File: src/rtl/sha256_host_ctrl.sv
// Bus-master driver for the sha256_core byte register map: loads one 512-bit block,
// starts the core, waits for its interrupt and reads back the 256-bit digest.
module sha256_host_ctrl #(
    parameter int unsigned TIMEOUT_CYCLES = 1000,
    parameter int unsigned CNT_W          = 16
) (
    input  logic         i_clk,
    input  logic         i_rst_n,
    input  logic         i_blk_valid,
    input  logic [511:0] i_blk_data,
    output logic         o_blk_ready,
    output logic         o_dig_valid,
    output logic [255:0] o_dig_data,
    input  logic         i_dig_ready,
    output logic         o_busy,
    output logic         o_err_timeout,
    output logic [6:0]   o_core_addr,
    output logic [7:0]   o_core_data8,
    output logic         o_core_we,
    input  logic [7:0]   i_core_data8,
    input  logic         i_core_irq
);

    localparam logic [6:0] CTRL_ADDR   = 7'd65;
    localparam logic [6:0] DIGEST_BASE = 7'd70;

    typedef enum logic [2:0] {StIdle, StLoad, StStart, StWait, StRead, StDone} state_e;

    state_e             state_q, state_d;
    logic [5:0]         byte_cnt_q, byte_cnt_d;
    logic [CNT_W-1:0]   wait_cnt_q, wait_cnt_d;
    logic [511:0]       block_q, block_d;
    logic [255:0]       dig_data_q, dig_data_d;
    logic               blk_ready_q, blk_ready_d;
    logic               dig_valid_q, dig_valid_d;
    logic               busy_q, busy_d;
    logic               err_q, err_d;
    logic [6:0]         addr_q, addr_d;
    logic [7:0]         data_q, data_d;
    logic               we_q, we_d;

    always_comb begin
        state_d    = state_q;
        byte_cnt_d = byte_cnt_q;
        wait_cnt_d = wait_cnt_q;
        block_d    = block_q;
        dig_data_d = dig_data_q;
        err_d      = 1'b0;

        unique case (state_q)
            StIdle: begin
                if (i_blk_valid) begin
                    block_d    = i_blk_data;
                    byte_cnt_d = 6'd0;
                    state_d    = StLoad;
                end
            end
            StLoad: begin
                if (byte_cnt_q == 6'd63) begin
                    byte_cnt_d = 6'd0;
                    state_d    = StStart;
                end else begin
                    byte_cnt_d = byte_cnt_q + 6'd1;
                end
            end
            StStart: begin
                wait_cnt_d = '0;
                state_d    = StWait;
            end
            StWait: begin
                // irq takes priority over a coincident timeout
                if (i_core_irq) begin
                    byte_cnt_d = 6'd0;
                    wait_cnt_d = '0;
                    state_d    = StRead;
                end else if (wait_cnt_q == CNT_W'(TIMEOUT_CYCLES - 1)) begin
                    err_d      = 1'b1;
                    wait_cnt_d = '0;
                    state_d    = StIdle;
                end else begin
                    wait_cnt_d = wait_cnt_q + CNT_W'(1);
                end
            end
            StRead: begin
                dig_data_d[{byte_cnt_q, 3'b000} +: 8] = i_core_data8;
                if (byte_cnt_q == 6'd31) begin
                    byte_cnt_d = 6'd0;
                    state_d    = StDone;
                end else begin
                    byte_cnt_d = byte_cnt_q + 6'd1;
                end
            end
            StDone: begin
                if (i_dig_ready) state_d = StIdle;
            end
            default: state_d = StIdle;
        endcase
    end

    // Outputs are decoded from the next state so every core signal comes straight from a flop.
    always_comb begin
        blk_ready_d = (state_d == StIdle);
        busy_d      = (state_d != StIdle);
        dig_valid_d = (state_d == StDone);
        we_d        = 1'b0;
        addr_d      = CTRL_ADDR;
        data_d      = 8'h00;
        case (state_d)
            StLoad: begin
                we_d   = 1'b1;
                addr_d = {1'b0, byte_cnt_d};
                data_d = block_d[{byte_cnt_d, 3'b000} +: 8];
            end
            StStart: begin
                we_d   = 1'b1;
                data_d = 8'h01;
            end
            StRead: addr_d = DIGEST_BASE + {1'b0, byte_cnt_d};
            default: ;
        endcase
    end

    always_ff @(posedge i_clk or negedge i_rst_n) begin
        if (!i_rst_n) begin
            state_q     <= StIdle;
            byte_cnt_q  <= '0;
            wait_cnt_q  <= '0;
            block_q     <= '0;
            dig_data_q  <= '0;
            blk_ready_q <= 1'b1;
            dig_valid_q <= 1'b0;
            busy_q      <= 1'b0;
            err_q       <= 1'b0;
            addr_q      <= CTRL_ADDR;
            data_q      <= 8'h00;
            we_q        <= 1'b0;
        end else begin
            state_q     <= state_d;
            byte_cnt_q  <= byte_cnt_d;
            wait_cnt_q  <= wait_cnt_d;
            block_q     <= block_d;
            dig_data_q  <= dig_data_d;
            blk_ready_q <= blk_ready_d;
            dig_valid_q <= dig_valid_d;
            busy_q      <= busy_d;
            err_q       <= err_d;
            addr_q      <= addr_d;
            data_q      <= data_d;
            we_q        <= we_d;
        end
    end

    assign o_blk_ready   = blk_ready_q;
    assign o_dig_valid   = dig_valid_q;
    assign o_dig_data    = dig_data_q;
    assign o_busy        = busy_q;
    assign o_err_timeout = err_q;
    assign o_core_addr   = addr_q;
    assign o_core_data8  = data_q;
    assign o_core_we     = we_q;

endmodule

File: config.mk
export PLATFORM = sky130hd
export DESIGN_NAME = sha256_host_ctrl
export DESIGN_NICKNAME = d
export VERILOG_FILES = /design/src/rtl/sha256_host_ctrl.sv
export SDC_FILE = /design/constraint.sdc
export NUM_CORES = 2
export LEC_CHECK = 0
export ABC_AREA = 1
export CAP_MARGIN = 10
export CORE_AREA = 2 2 308 310
export CTS_CLUSTER_DIAMETER = 150
export DETAILED_ROUTE_END_ITERATION = 6
export DIE_AREA = 0 0 310 312
export DONT_BUFFER_PORTS = 1
export GPL_ROUTABILITY_DRIVEN = 1
export GPL_TIMING_DRIVEN = 0
export PLACE_DENSITY = 0.51
export SLEW_MARGIN = 25
export SYNTH_ARGS = -nofsm -noshare
export SYNTH_HDL_FRONTEND = slang
export SYNTH_SLANG_ARGS = --single-unit
File: constraint.sdc
create_clock -name i_clk -period 3.61 [get_ports i_clk]
set_clock_uncertainty 0.15 [all_clocks]
set_input_delay 0.361 -clock i_clk [delete_from_list [all_inputs] [get_ports i_clk]]
set_output_delay 0.361 -clock i_clk [all_outputs]
set_load 0.02 [all_outputs]
After elaboration in Yosys (flattened, before gate mapping)
Cells that the tools add are included.
Storage, ports and cells
  register bits: 813
  input port bits: 525
  output and inout bits: 276
  word-level logic and storage cells: 60
Cells by class
  add/subtract/negate cells: 4
  equal/unequal tests: 12
  shift-type cells: 3
  muxes and demuxes: 24
  reduce and logical (&&, ||, !) cells: 5
Operators with widths (number)
  2-to-1 mux 512 bit: 2
  indexed part select 512 x 10 -> 8 bit: 1
  bitwise mux 256 bit: 1
  variable shift 8 x 11 -> 256 bit (first input constant): 1
  indexed part select 8 x 11 -> 256 bit: 1
  2-to-1 mux 16 bit: 2
  case mux 16 bit (2 select lines): 1
  2-to-1 mux 6 bit: 4
  case mux 6 bit (4 select lines): 1
  2-to-1 mux 3 bit: 6
  case mux 3 bit (6 select lines): 1
  adder 16 x 1 -> 16 bit (second input constant): 1
  equality test 16 x 10 -> 1 bit (second input constant): 1
  case mux 8 bit (2 select lines): 1
  case mux 7 bit (2 select lines): 1
  equality test 3 bit (second input constant): 4
  negator 9 -> 11 bit: 1
  equality test 3 x 2 -> 1 bit (second input constant): 3
  adder 7 x 6 -> 7 bit (first input constant): 1
  adder 6 x 1 -> 6 bit (second input constant): 1
  equality test 3 x 1 -> 1 bit (second input constant): 2
  equality test 6 x 5 -> 1 bit (second input constant): 1
  equality test 6 bit (second input constant): 1
  logical NOT 3 bit: 2
  4 further kinds: 7

Depth between registers and ports, before layout
  depth in word-level cells: 7
  depth in mapped cells: 19

Worst setup path before layout
No wires, ideal clock.
  kind: register to register
  start point: register byte_cnt_q[0]
  end point: register addr_q[5], in the netlist o_core_addr[5]
  library setup time: 0.078 ns
  data arrival time: 2.286 ns
  required time: 3.382 ns
  setup slack: 1.096 ns
  cell stages (with the launch flop): 16
  clock period less this slack: 2.514 ns
  path through: dfrtp_1 buf_4 inv_1 ha_1 inv_1 nor2_1 nand2_1 nand2_2 inv_2 buf_4 buf_4 ha_1 nor2_1 nand2_1 xor2_1 o21bai_1
On the way
  word-level cells in the longest chain between the ends: 5
  elaborated cells between the ends (all ways): 15
  classes of those cells: 2 x add/sub; 4 x eq/ne; 9 x mux
Ends and longest elaborated chain
  start, declared: line 30  | logic [5:0] byte_cnt_q, byte_cnt_d;
  start signal, assigned: line 139  | byte_cnt_q <= byte_cnt_d;
  adder 6 x 1 -> 6 bit (tied with other cells): line 63, 90
  2-to-1 mux 6 bit (tied with other cells): line 86  | if (byte_cnt_q == 6'd31) begin
  case mux 6 bit (4 select lines) / case mux 3 bit (6 select lines) (equally long branches): line 50  | unique case (state_q)
  adder 7 x 6 -> 7 bit (tied with other cells): line 118  | StRead: addr_d = DIGEST_BASE + {1'b0, byte_cnt_d};
  case mux 7 bit (2 select lines) *: line 108  | case (state_d)
  via addr_d[5]: line 38  | logic [6:0] addr_q, addr_d;
  end signal, assigned: line 147  | addr_q <= addr_d;
  end, declared: line 38
Mark *: on every way through the listed nets, which the timed path passes. The rest lies on a longest branch.
A chain may end at the register's enable or synchronous reset.

Final worst setup path
  start point: register state_q[1]
  end point: register data_q[1], in the netlist o_core_data8[1]
On the way
  elaborated cells between the ends (all ways): 19
  classes of those cells: 7 x eq/ne; 1 x shift; 10 x mux; 1 x reduce/logical
RTL lines
  start, declared: line 29  | state_e state_q, state_d;
  start signal, assigned: line 125  | state_q <= StIdle;
  start signal, assigned: line 138  | state_q <= state_d;
  equality test 3 bit (tied with other cells): line 50
  case mux 6 bit (4 select lines) *: line 50
  via byte_cnt_d[2]: line 30
  indexed part select 512 x 10 -> 8 bit *: line 112  | data_d = block_d[{byte_cnt_d, 3'b000} +: 8];
  case mux 8 bit (2 select lines) *: line 108
  via data_d[1]: line 39  | logic [7:0] data_q, data_d;
  end signal, assigned: line 148  | data_q <= data_d;
  end, declared: line 39
Marked as above.

==> flow_summary_export.csv <==
group,metric,value,unit
yosys,syn_nets,5164,
place,place_congestion,0.9261,
detailed_routing,drt-initial-drc-count,3912,
place,dpl_cell_area,38750,um2
setup_path,cp-end-kind,"flop",
cells_and_area,nNetsFinal,5785,
place,portBuffers,0,
setup_path,critPathMaxFanout,10,
cts,cts_made_buffers,92,
floorplan,num_io_pins,801,
floorplan,dieHeight,312,um
sta,hold_violations,0,
setup_path,r2r_start,"state_q[1]",
detailed_routing,wl,168000,um
setup_path,worstSetupPathType,"reg2reg",
pwr,p_total,50.52,mW
global_routing,grt_max_degree,814,
yosys,synth_cells,4635,
floorplan,core,93050,um2
detailed_routing,wl_per_cell,25.38,um
sta,setup_viol,0,
sta,drv_slew,0,
detailed_routing,drcViolationCount,0,
yosys,synth_ff_type,"dfrtp_1",
yosys,yosys.area.top_type,"dfrtp_1",
yosys,synth-seq-cells,813,
cts,cts.sinks,813,
cts,cts-root-buf,"clkbuf_16",
cells_and_area,fin_area,47410,um2
global_routing,grt_pass1_wl,239900,um
setup_path,slowest_delay,0.82,ns
yosys,yosysMostFrequentCell,"nand2_1",
pwr,peakVddDrop,0.5675,mV
sta,layout_min_cycle_time,3.598,ns
yosys,yosysTopAreaCellShare,54.51,%
setup_path,crit_top_cell,"nand3_1",
min_path,hold_class,"in2reg",
detailed_routing,vias,35541,
setup_path,cp.required,4.08,ns
yosys,async_flop_share,100.0,%
yosys,synthTopCellsByCount,"nand2_1 (1,982), dfrtp_1 (810), nand3_1 (575)",
yosys,ys_types,46,
cts,cts_tree,"yes",
pwr,leakage,23.11,nW
setup_path,r2r_slack,0.01,ns
floorplan,initial_utilization,39.96,%
setup_path,start_kind,"flop",
status,outcome,"complete, no violations",
cells_and_area,stdcell_count,6620,
cts,h-tree-depth,3,
pwr,power.density,1065,nW/um2
yosys,synth_area_leaders,"dfrtp_1 (55%), nand2_1 (20%), nand3_1 (7.7%), o21ai_0 (4.6%), buf_2 (2.5%)",
global_routing,grt_antenna_before_repair,46,
sta,worstMarginPinSlew,1.294,ns
global_routing,overflow,0,
setup_path,worstRegToRegCells,14,
cells_and_area,area_delta_synth_final,27.52,%
setup_path,crit_end,"o_core_data8[1]",
yosys,synth_edf_count,0,
detailed_routing,final_antenna_net_count,0,
detailed_routing,avgViaCountPerCell,5.369,
setup_path,reg2reg_to,"o_core_data8[1]",
floorplan,row_count,112,
floorplan,die_area,96720,um2
cells_and_area,nFillCells,9124,
sta,period_share,99.66,%
yosys,synth_warnings,0,
floorplan,fp.dieW,310,um
min_path,holdPathStages,3,
sta,rsz0062_at_grt,"no",
cts,cts.path.max_buffers,3,
yosys,yosysSeqAreaShare,54.73,%
setup_path,crit_slowest_cell,"clkdlybuf4s15_1",
global_routing,grtUsageTotal,34.00,%
detailed_routing,dr.pass1.iters,6,
yosys,avgSynthCellArea,8.022,um2
cells_and_area,layout-drive-gt1-share,9.839,%
sta,max_freq,278.0,MHz
sta,slew_headroom,13.72,%
setup_path,worstSetupStartpoint,"state_q[1]",
setup_path,arrival,4.06,ns
sta,whs,0.03118,ns
yosys,syn_area,37180,um2
place,place_inst,5889,
global_routing,grt_pass1_vias,34567,
cts,cts.clk_slew.worst_paths,0.06,ns
run,drv_cap,0,
cts,cts_setup_buffers,0,
setup_path,worstPathCellList,"inv_1 > nand2_2 > nor2_4 > inv_2 > nand2_1 > nand3_1 > nand2_4 > clkdlybuf4s15_1 > nand3_1 > nand3_1 > nand3_1 > nand3_1 > nand2_2 > inv_1",
place,dp_hpwl,126200,um
cts,clk_latency,0.67,ns
[routing by layer]
layer | part of all wire, % | GRT usage (%) | routed length, um
met5 | 0.089 | 0 | 150
met4 | 4.4 | 13.43 | 7380
met3 | 8.7 | 8.083 | 14610
met2 | 45 | 52.57 | 75780
met1 | 42 | 46.05 | 70080
[final cells by class]
class | instances | area [um2] | area share [%]
diodes | 40 | 100.1 | 0.2111
plain buffers | 284 | 1534 | 3.235
clock buffers | 136 | 2741 | 5.782
clock inverters | 28 | 381.6 | 0.8049
inverters | 219 | 824.5 | 1.739
multi-input cells | 3319 | 14550 | 30.69
flip-flops and latches | 813 | 20350 | 42.92
well taps | 1254 | 1569 | 3.309
repair buffers | 527 | 5363 | 11.31
[flip-flops by register name (all words and copies together), names as in the netlist]
signal         cells
o_core_data8       8
block_q          512
wait_cnt_q        16
o_blk_ready        1
byte_cnt_q         6
o_dig_data       256
o_err_timeout      1
o_core_we          1
o_dig_valid        1
o_busy             1
o_core_addr        7
state_q            3
[how the worst min path moves through the flow]
stage / from / endpoint / slack [ns]
after global placement: i_rst_n / block_q[279] / -0.05
final: i_blk_data[224] / block_q[224] / 0.03
after detailed placement: i_rst_n / block_q[274] / -0.05
after global routing: i_blk_data[224] / block_q[224] / 0.02
after floorplan: i_rst_n / block_q[0] / -0.08
after CTS: i_rst_n / block_q[274] / -0.77
[report_power, final]
part	total, mW	internal (mW)	switching, mW	leakage [nW]
clock	9.88	5.87	4.01	1.54
combinational	27.1	7.43	19.7	12.5
sequential	13.5	12.2	1.36	9.07
[what timing repair did]
| item | 4_1_cts | 5_1_grt |
|---|---|---|
| pin swaps | 0 | 2 |
| hold buffers | 521 | 1 |
| resized for setup | 5 | 23 |
| endpoints found under the setup margin | 6 | 8 |
| hold endpoints to repair | 1471 | 237 |
[stage by stage]
stage               setup slack, ns  setup TNS (ns)  util, %
floorplan                     1.096               0        -
global placement            -0.1379         -0.5190    41.65
detailed placement          -0.1759         -0.6137    41.65
CTS                         0.04364               0    50.62
global route                0.02093               0    50.92
finish                      0.01228               0    50.96
[worst max-delay path: cells and delay by family, from the launching register on]
family                 cells  cell delay (ns)
buffers and inverters      4             1.16
AND/OR/NAND/NOR           10             1.73
flip-flops                 1             0.46
[cells by family (layout without fill, tap and decap cells)]
logic type | count (synthesis) | count (layout) | synth area share [%]
DFF | 813 | 813 | 54.73
and+or+nand+nor | 2815 | 2815 | 31.71
other | 0 | 40 | 0
buffers and inverters | 503 | 1194 | 6.239
AOI/OAI and AO/OA | 492 | 492 | 6.956
adders and majority gates | 4 | 4 | 0.1346
xor gates and xnor gates | 8 | 8 | 0.2389
[placed cells by master, fill, tap and decap left out, types with 5 or more instances in the layout]
master / instances
o21ai_1: 47
clkbuf_16: 95
or2_2: 76
a21oi_1: 58
inv_2: 14
buf_6: 11
nor3_1: 20
diode_2: 40
clkinv_2: 14
nand2_1: 1978
buf_16: 5
nand3_1: 573
o211ai_1: 36
clkbuf_1: 67
nor2_2: 6
inv_1: 203
dfrtp_1: 809
nand2_2: 13
buf_2: 182
nor2_4: 9
o21ai_0: 339
nand4_1: 6
nor2_1: 105
bufinv_16: 9
buf_4: 33
dlygate4sd3_1: 522
clkbuf_8: 21
No activity file was read; power rests on OpenSTA's default activity.
